### src/rtl/fsb_cycle_ctrl.sv
// fsb_cycle_ctrl: 68000 front-side-bus cycle phase tracking and DTACK/VPA termination
module fsb_cycle_ctrl (
  input  logic FCLK,
  input  logic RST,
  input  logic nAS,
  input  logic Ready,
  input  logic IACS,
  output logic nDTACK,
  output logic nVPA,
  output logic AINACT,
  output logic BACT,
  output logic CACT
);
  logic as, dtack, vpa;
  assign as = ~nAS;
  // phase tracking and sticky acknowledge latches, cleared by the first high sample of nAS
  always_ff @(posedge FCLK) begin
    if (RST) begin
      BACT   <= 1'b0;
      CACT   <= 1'b0;
      AINACT <= 1'b1;
      dtack  <= 1'b0;
      vpa    <= 1'b0;
    end else begin
      BACT   <= as;
      CACT   <= as & BACT;
      AINACT <= ~as & ~BACT;
      dtack  <= as & (dtack | (CACT & Ready & ~IACS));
      vpa    <= as & (vpa | (CACT & Ready & IACS));
    end
  end
  // live nAS gating lets the acknowledge negate as soon as the strobe rises
  assign nDTACK = ~(dtack & as);
  assign nVPA   = ~(vpa & as);
endmodule

### config.mk
export PLATFORM = sky130hd
export DESIGN_NAME = fsb_cycle_ctrl
export DESIGN_NICKNAME = d
export VERILOG_FILES = /design/src/rtl/fsb_cycle_ctrl.sv
export SDC_FILE = /design/constraint.sdc
export NUM_CORES = 1
export LEC_CHECK = 0
export BUFFER_PORTS_ARGS = -buffer_cell sky130_fd_sc_hd__buf_4
export CAP_MARGIN = 20
export CORE_AREA = 2 2 39 41
export CTS_CLUSTER_SIZE = 25
export DETAILED_ROUTE_END_ITERATION = 16
export DIE_AREA = 0 0 41 43
export RECOVER_POWER = 50
export SETUP_SLACK_MARGIN = 0.3
export SKIP_CTS_REPAIR_TIMING = 1
export SYNTH_ARGS = -nofsm -noshare
export SYNTH_HDL_FRONTEND = slang
export SYNTH_SLANG_ARGS = --single-unit
### constraint.sdc
create_clock -name FCLK -period 1.1 [get_ports FCLK]
set_clock_uncertainty 0.2 [all_clocks]
set_input_delay 0.11 -clock FCLK [delete_from_list [all_inputs] [get_ports FCLK]]
set_output_delay 0.11 -clock FCLK [all_outputs]
set_load 0.02 [all_outputs]
# ---- Yosys cells after proc, flatten, opt, wreduce, memory -nomap -nowiden
# Cells that the tools add are included.
dict set report word_totals {
  regBits 5
  inputBits 5
  out_inout_bits 5
  elab_cells 21
}
dict set report classes {
  bitwise 16
}
# operator count
set op_table {}
lappend op_table {{AND 1 bit} 9}
lappend op_table {{NOT 1 bit} 5}
lappend op_table {{OR 1 bit} 2}

# ---- Longest topological paths before layout
dict set report logic_depth {
  depth_word 4
  ltp_mapped 2
  mapped_depth_nobuf 2
}

# ---- Worst setup path after synthesis
# No wires, ideal clock.
dict set report synth_timing {
  path_type {register to register}
  startpoint {register CACT}
  endpoint {register dtack}
  setup_time_ns 0.115
  arrival_ns 0.703
  t_required_ns 0.785
  slack_ns 0.083
  stages_incl_launch_ff 3
  n_path_buf 0
  period_less_slack_ns 1.017
  path_cell_list {dfxtp_1 > and3b_1 > o21a_1}
}
dict set report synth_via {
  elab_chain_len 4
}
# item line
set synth_rtl {}
lappend synth_rtl {{start: declaration} 12} ;# output logic CACT
lappend synth_rtl {{start signal: assignment} 26} ;# CACT <= as & BACT;
lappend synth_rtl {{AND 1 bit (2 in series)} 28} ;# dtack <= as & (dtack | (CACT & Ready & ~IACS));
lappend synth_rtl {{OR 1 bit} 28}
lappend synth_rtl {{AND 1 bit} 28}
lappend synth_rtl {{end signal: assignment} 28}
lappend synth_rtl {{end: declaration} 14} ;# logic as, dtack, vpa;
# No other way between the ends.
# A chain may end at the register's enable or synchronous reset.

# ---- Final worst setup path
dict set report layout_timing {
  startpoint {register vpa}
  endpoint {output port nVPA}
}
dict set report layout_via {
  elab_chain_len 2
}
# item line
set layout_rtl {}
lappend layout_rtl {{start: declaration} 14}
lappend layout_rtl {{start signal: assignment} 29} ;# vpa <= as & (vpa | (CACT & Ready & IACS));
lappend layout_rtl {{AND 1 bit} 34} ;# assign nVPA = ~(vpa & as);
lappend layout_rtl {{NOT 1 bit} 34}
lappend layout_rtl {{end: declaration} 9} ;# output logic nVPA,
# No other way between the ends.

==> flow_results.xml <==
<?xml version="1.0" encoding="UTF-8"?>
<metrics>
  <group name="detailed_routing">
    <metric name="totalWireLength" unit="um">422</metric>
    <metric name="detail_route.drc_violations" unit="">0</metric>
    <metric name="drt-initial-drc-count" unit="">6</metric>
    <metric name="drt_pass1_iterations" unit="">4</metric>
    <metric name="total_number_of_vias" unit="">158</metric>
    <metric name="wl_per_cell" unit="um">9.38</metric>
    <metric name="avgViaCountPerCell" unit="">3.51</metric>
    <metric name="postRouteAntennaNets" unit="">0</metric>
  </group>
  <group name="grt">
    <metric name="gr-total-overflow" unit="">0</metric>
    <metric name="grt_antenna_before_repair" unit="">0</metric>
    <metric name="grt_max_degree" unit="">7</metric>
    <metric name="wire_length_of_the_first_global_routing_pass" unit="um">696</metric>
    <metric name="grt_use_total" unit="">0.0693</metric>
    <metric name="grt_pass1_vias" unit="">160</metric>
  </group>
  <group name="worst_setup_path">
    <metric name="worstSetupEndpointType" unit="">output port</metric>
    <metric name="critical-path-max-stage-delay" unit="ns">0.32</metric>
    <metric name="critical_path.reg2reg.startpoint" unit="">CACT</metric>
    <metric name="critical_path_peak_fanout" unit="">2</metric>
    <metric name="setup.worst_path.class" unit="">register to output port</metric>
    <metric name="endpoint_of_the_worst_slack_reg_to_reg_timing_path" unit="">dtack</metric>
    <metric name="cp_cell_sequence" unit="">nand2b_1 -&gt; buf_6</metric>
    <metric name="crit_required" unit="ns">0.79</metric>
    <metric name="worst-r2r-cell-count" unit="">2</metric>
    <metric name="startpoint_type" unit="">register</metric>
    <metric name="r2r_setup_slk" unit="ns">0.15</metric>
    <metric name="arrival" unit="ns">0.75</metric>
    <metric name="critical_path.n_buffers_inverters" unit="">1</metric>
    <metric name="cp_top_family" unit="">flip-flops</metric>
    <metric name="crit_path_top_delay_cell" unit="">sky130_fd_sc_hd__dfxtp_2</metric>
  </group>
  <group name="power">
    <metric name="p_total" unit="mW">0.454</metric>
    <metric name="p_per_area" unit="nW/um^2">1400</metric>
    <metric name="cellLeakagePower" unit="nW">0.139</metric>
    <metric name="worst_ir_drop_vdd" unit="mV">0.563</metric>
  </group>
  <group name="synthesis">
    <metric name="ys_seq_elements" unit="">5</metric>
    <metric name="ys.warnings.count" unit="">0</metric>
    <metric name="seq_area_frac_synth" unit="">0.615</metric>
    <metric name="yosys.cell_types.count" unit="">9</metric>
    <metric name="syn_nets" unit="">20</metric>
    <metric name="syn-mean-instance-area" unit="um^2">10.8</metric>
    <metric name="syn-cell-area" unit="um^2">163</metric>
    <metric name="synth_cells" unit="">15</metric>
  </group>
  <group name="sta">
    <metric name="postLayoutSetupSlackWorst" unit="ns">0.0376</metric>
    <metric name="post-route-period-util" unit="">0.966</metric>
    <metric name="final_hold_viol_count" unit="">5</metric>
    <metric name="slew-limit-headroom" unit="">0.911</metric>
    <metric name="final_max_slew_viol_count" unit="">0</metric>
    <metric name="final_setup_viols" unit="">0</metric>
    <metric name="maxClockFrequency" unit="GHz">0.941</metric>
    <metric name="period_minus_slack" unit="ns">1.06</metric>
    <metric name="worst_hold_margin" unit="ns">-0.143</metric>
    <metric name="worstMarginPinSlew" unit="ns">0.132</metric>
    <metric name="grt_setup_unrepaired" unit="">true</metric>
  </group>
  <group name="floorplanning">
    <metric name="fp.dieArea" unit="um^2">1760</metric>
    <metric name="dieWidth" unit="um">41</metric>
    <metric name="initial_core_util" unit="">0.118</metric>
    <metric name="pin_count" unit="">10</metric>
    <metric name="core.rowCount" unit="">14</metric>
    <metric name="die_h" unit="um">43</metric>
    <metric name="coreArea" unit="um^2">1380</metric>
  </group>
  <group name="hold_path">
    <metric name="worstHoldEndpoint" unit="">BACT</metric>
    <metric name="hold-path-cell-count" unit="">2</metric>
    <metric name="worst_hold_path_type" unit="">input pin to register</metric>
    <metric name="hold_start" unit="">RST</metric>
  </group>
  <group name="clock_tree">
    <metric name="worstSkewPairLatency" unit="ns">0.24</metric>
    <metric name="worst_setup_hold_path_clk_slew" unit="ns">0.05</metric>
    <metric name="tritoncts_num_sinks" unit="">5</metric>
    <metric name="cts_tree" unit="">yes</metric>
    <metric name="number_of_h_tree_levels" unit="">1</metric>
    <metric name="cts_buffers" unit="">3</metric>
    <metric name="cts_root_buf" unit="">sky130_fd_sc_hd__clkbuf_4</metric>
    <metric name="cts_max_path_buffers" unit="">2</metric>
  </group>
  <group name="place">
    <metric name="dp.final_hpwl" unit="um">277</metric>
    <metric name="place_inst" unit="">40</metric>
    <metric name="post-place-ws" unit="ns">0.158</metric>
    <metric name="io_buffers" unit="">9</metric>
    <metric name="gp_routability_congestion" unit="">0.716</metric>
  </group>
  <group name="cells_and_area">
    <metric name="num_antenna_cells" unit="">0</metric>
    <metric name="num-fill-cells" unit="">153</metric>
    <metric name="fin_nets" unit="">35</metric>
    <metric name="final_cell_count_no_fill" unit="">45</metric>
    <metric name="area_growth" unit="%">100</metric>
    <metric name="drive_above_1_share" unit="">0.724</metric>
  </group>
  <group name="flow_run">
    <metric name="cap_viol_max_count" unit="">0</metric>
  </group>
  <group name="status">
    <metric name="outcome" unit="">finished, violations left</metric>
    <metric name="violations" unit="">hold timing</metric>
  </group>
</metrics>
## logic make-up (layout without fill, tap and decap cells)
| logic type | after synthesis | after routing | synth area share |
|---|---|---|---|
| AOI/OAI and AO/OA | 3 | 3 | 0.131 |
| and+or+nand+nor | 6 | 6 | 0.231 |
| DFF | 5 | 5 | 0.615 |
| buffers and inverters | 1 | 15 | 0.0231 |
## cell usage in the layout (no fill, tap or decap)
cell / synthesis / layout
sky130_fd_sc_hd__buf_6: 0 / 6
sky130_fd_sc_hd__buf_4: 0 / 4
sky130_fd_sc_hd__dfxtp_2: 0 / 3
sky130_fd_sc_hd__clkbuf_4: 0 / 3
sky130_fd_sc_hd__dfxtp_4: 0 / 2
sky130_fd_sc_hd__nand2b_1: 2 / 2
sky130_fd_sc_hd__inv_4: 0 / 1
sky130_fd_sc_hd__a21o_1: 1 / 1
sky130_fd_sc_hd__nor2_2: 1 / 1
sky130_fd_sc_hd__nor3_2: 0 / 1
sky130_fd_sc_hd__and3b_1: 1 / 1
sky130_fd_sc_hd__o21a_1: 1 / 1
sky130_fd_sc_hd__a31oi_1: 1 / 1
sky130_fd_sc_hd__nor3_1: 2 / 1
sky130_fd_sc_hd__clkbuf_1: 0 / 1
## Yosys cell counts
cell / count / share of area
sky130_fd_sc_hd__a21o_1: 1 / 0.046
sky130_fd_sc_hd__a31oi_1: 1 / 0.038
sky130_fd_sc_hd__and3b_1: 1 / 0.054
sky130_fd_sc_hd__dfxtp_1: 5 / 0.62
sky130_fd_sc_hd__inv_1: 1 / 0.023
sky130_fd_sc_hd__nand2b_1: 2 / 0.077
sky130_fd_sc_hd__nor2_2: 1 / 0.038
sky130_fd_sc_hd__nor3_1: 2 / 0.062
sky130_fd_sc_hd__o21a_1: 1 / 0.046
## state kept, by name, summed over array words and instances (netlist names)
name and cells:
CACT 1, dtack 1, AINACT 1, vpa 1, BACT 1
## where the power goes
group	internal, mW	leakage, nW	total [mW]	switching (mW)
clock network	0.137	0.0150	0.215	0.0774
logic	0.0283	0.0804	0.0507	0.0224
registers	0.185	0.0432	0.189	0.00370
total	0.351	0.139	0.454	0.104
## worst max path at each step
stage                     startpoint  endpoint  cells after the start
after CTS                        vpa      nVPA                      2
after global placement          CACT     dtack                      2
after global routing           dtack    nDTACK                      2
final                            vpa      nVPA                      2
after floorplan                 CACT     dtack                      2
after detailed placement        CACT     dtack                      2
## layout make-up
cell class | instances | area [um^2] | share of cell area
Tap cell | 16 | 20.0 | 0.0615
Timing Repair Buffer | 10 | 97.6 | 0.300
Sequential cell | 5 | 111 | 0.342
Multi-Input combinational cell | 9 | 63.8 | 0.196
Clock buffer | 4 | 26.3 | 0.0808
Inverter | 1 | 6.26 | 0.0192
## worst register-to-register path, stage by stage, from the launching register on
cell,delay (ns)
sky130_fd_sc_hd__dfxtp_4,0.34
sky130_fd_sc_hd__and3b_1,0.15
sky130_fd_sc_hd__o21a_1,0.16
## routing by layer
layer  GRT usage  up-vias  share of wire
li1            -       79              -
met1      0.0707       70           0.43
met2      0.0719        9           0.42
met3      0.0942        0           0.15
met4      0.0400        0              0
met5           0        -              0
## metrics by stage
step / cell area (um^2) / util / TNS [ns]
3_5_place_dp: 258 / 0.186 / 0
2_1_floorplan: 170 / - / 0
6_report: 325 / 0.235 / 0
5_1_grt: 325 / 0.235 / -0.0265
3_3_place_gp: 258 / 0.186 / 0
4_1_cts: 284 / 0.205 / 0
Note: power is estimated with default switching activity, not from simulation.
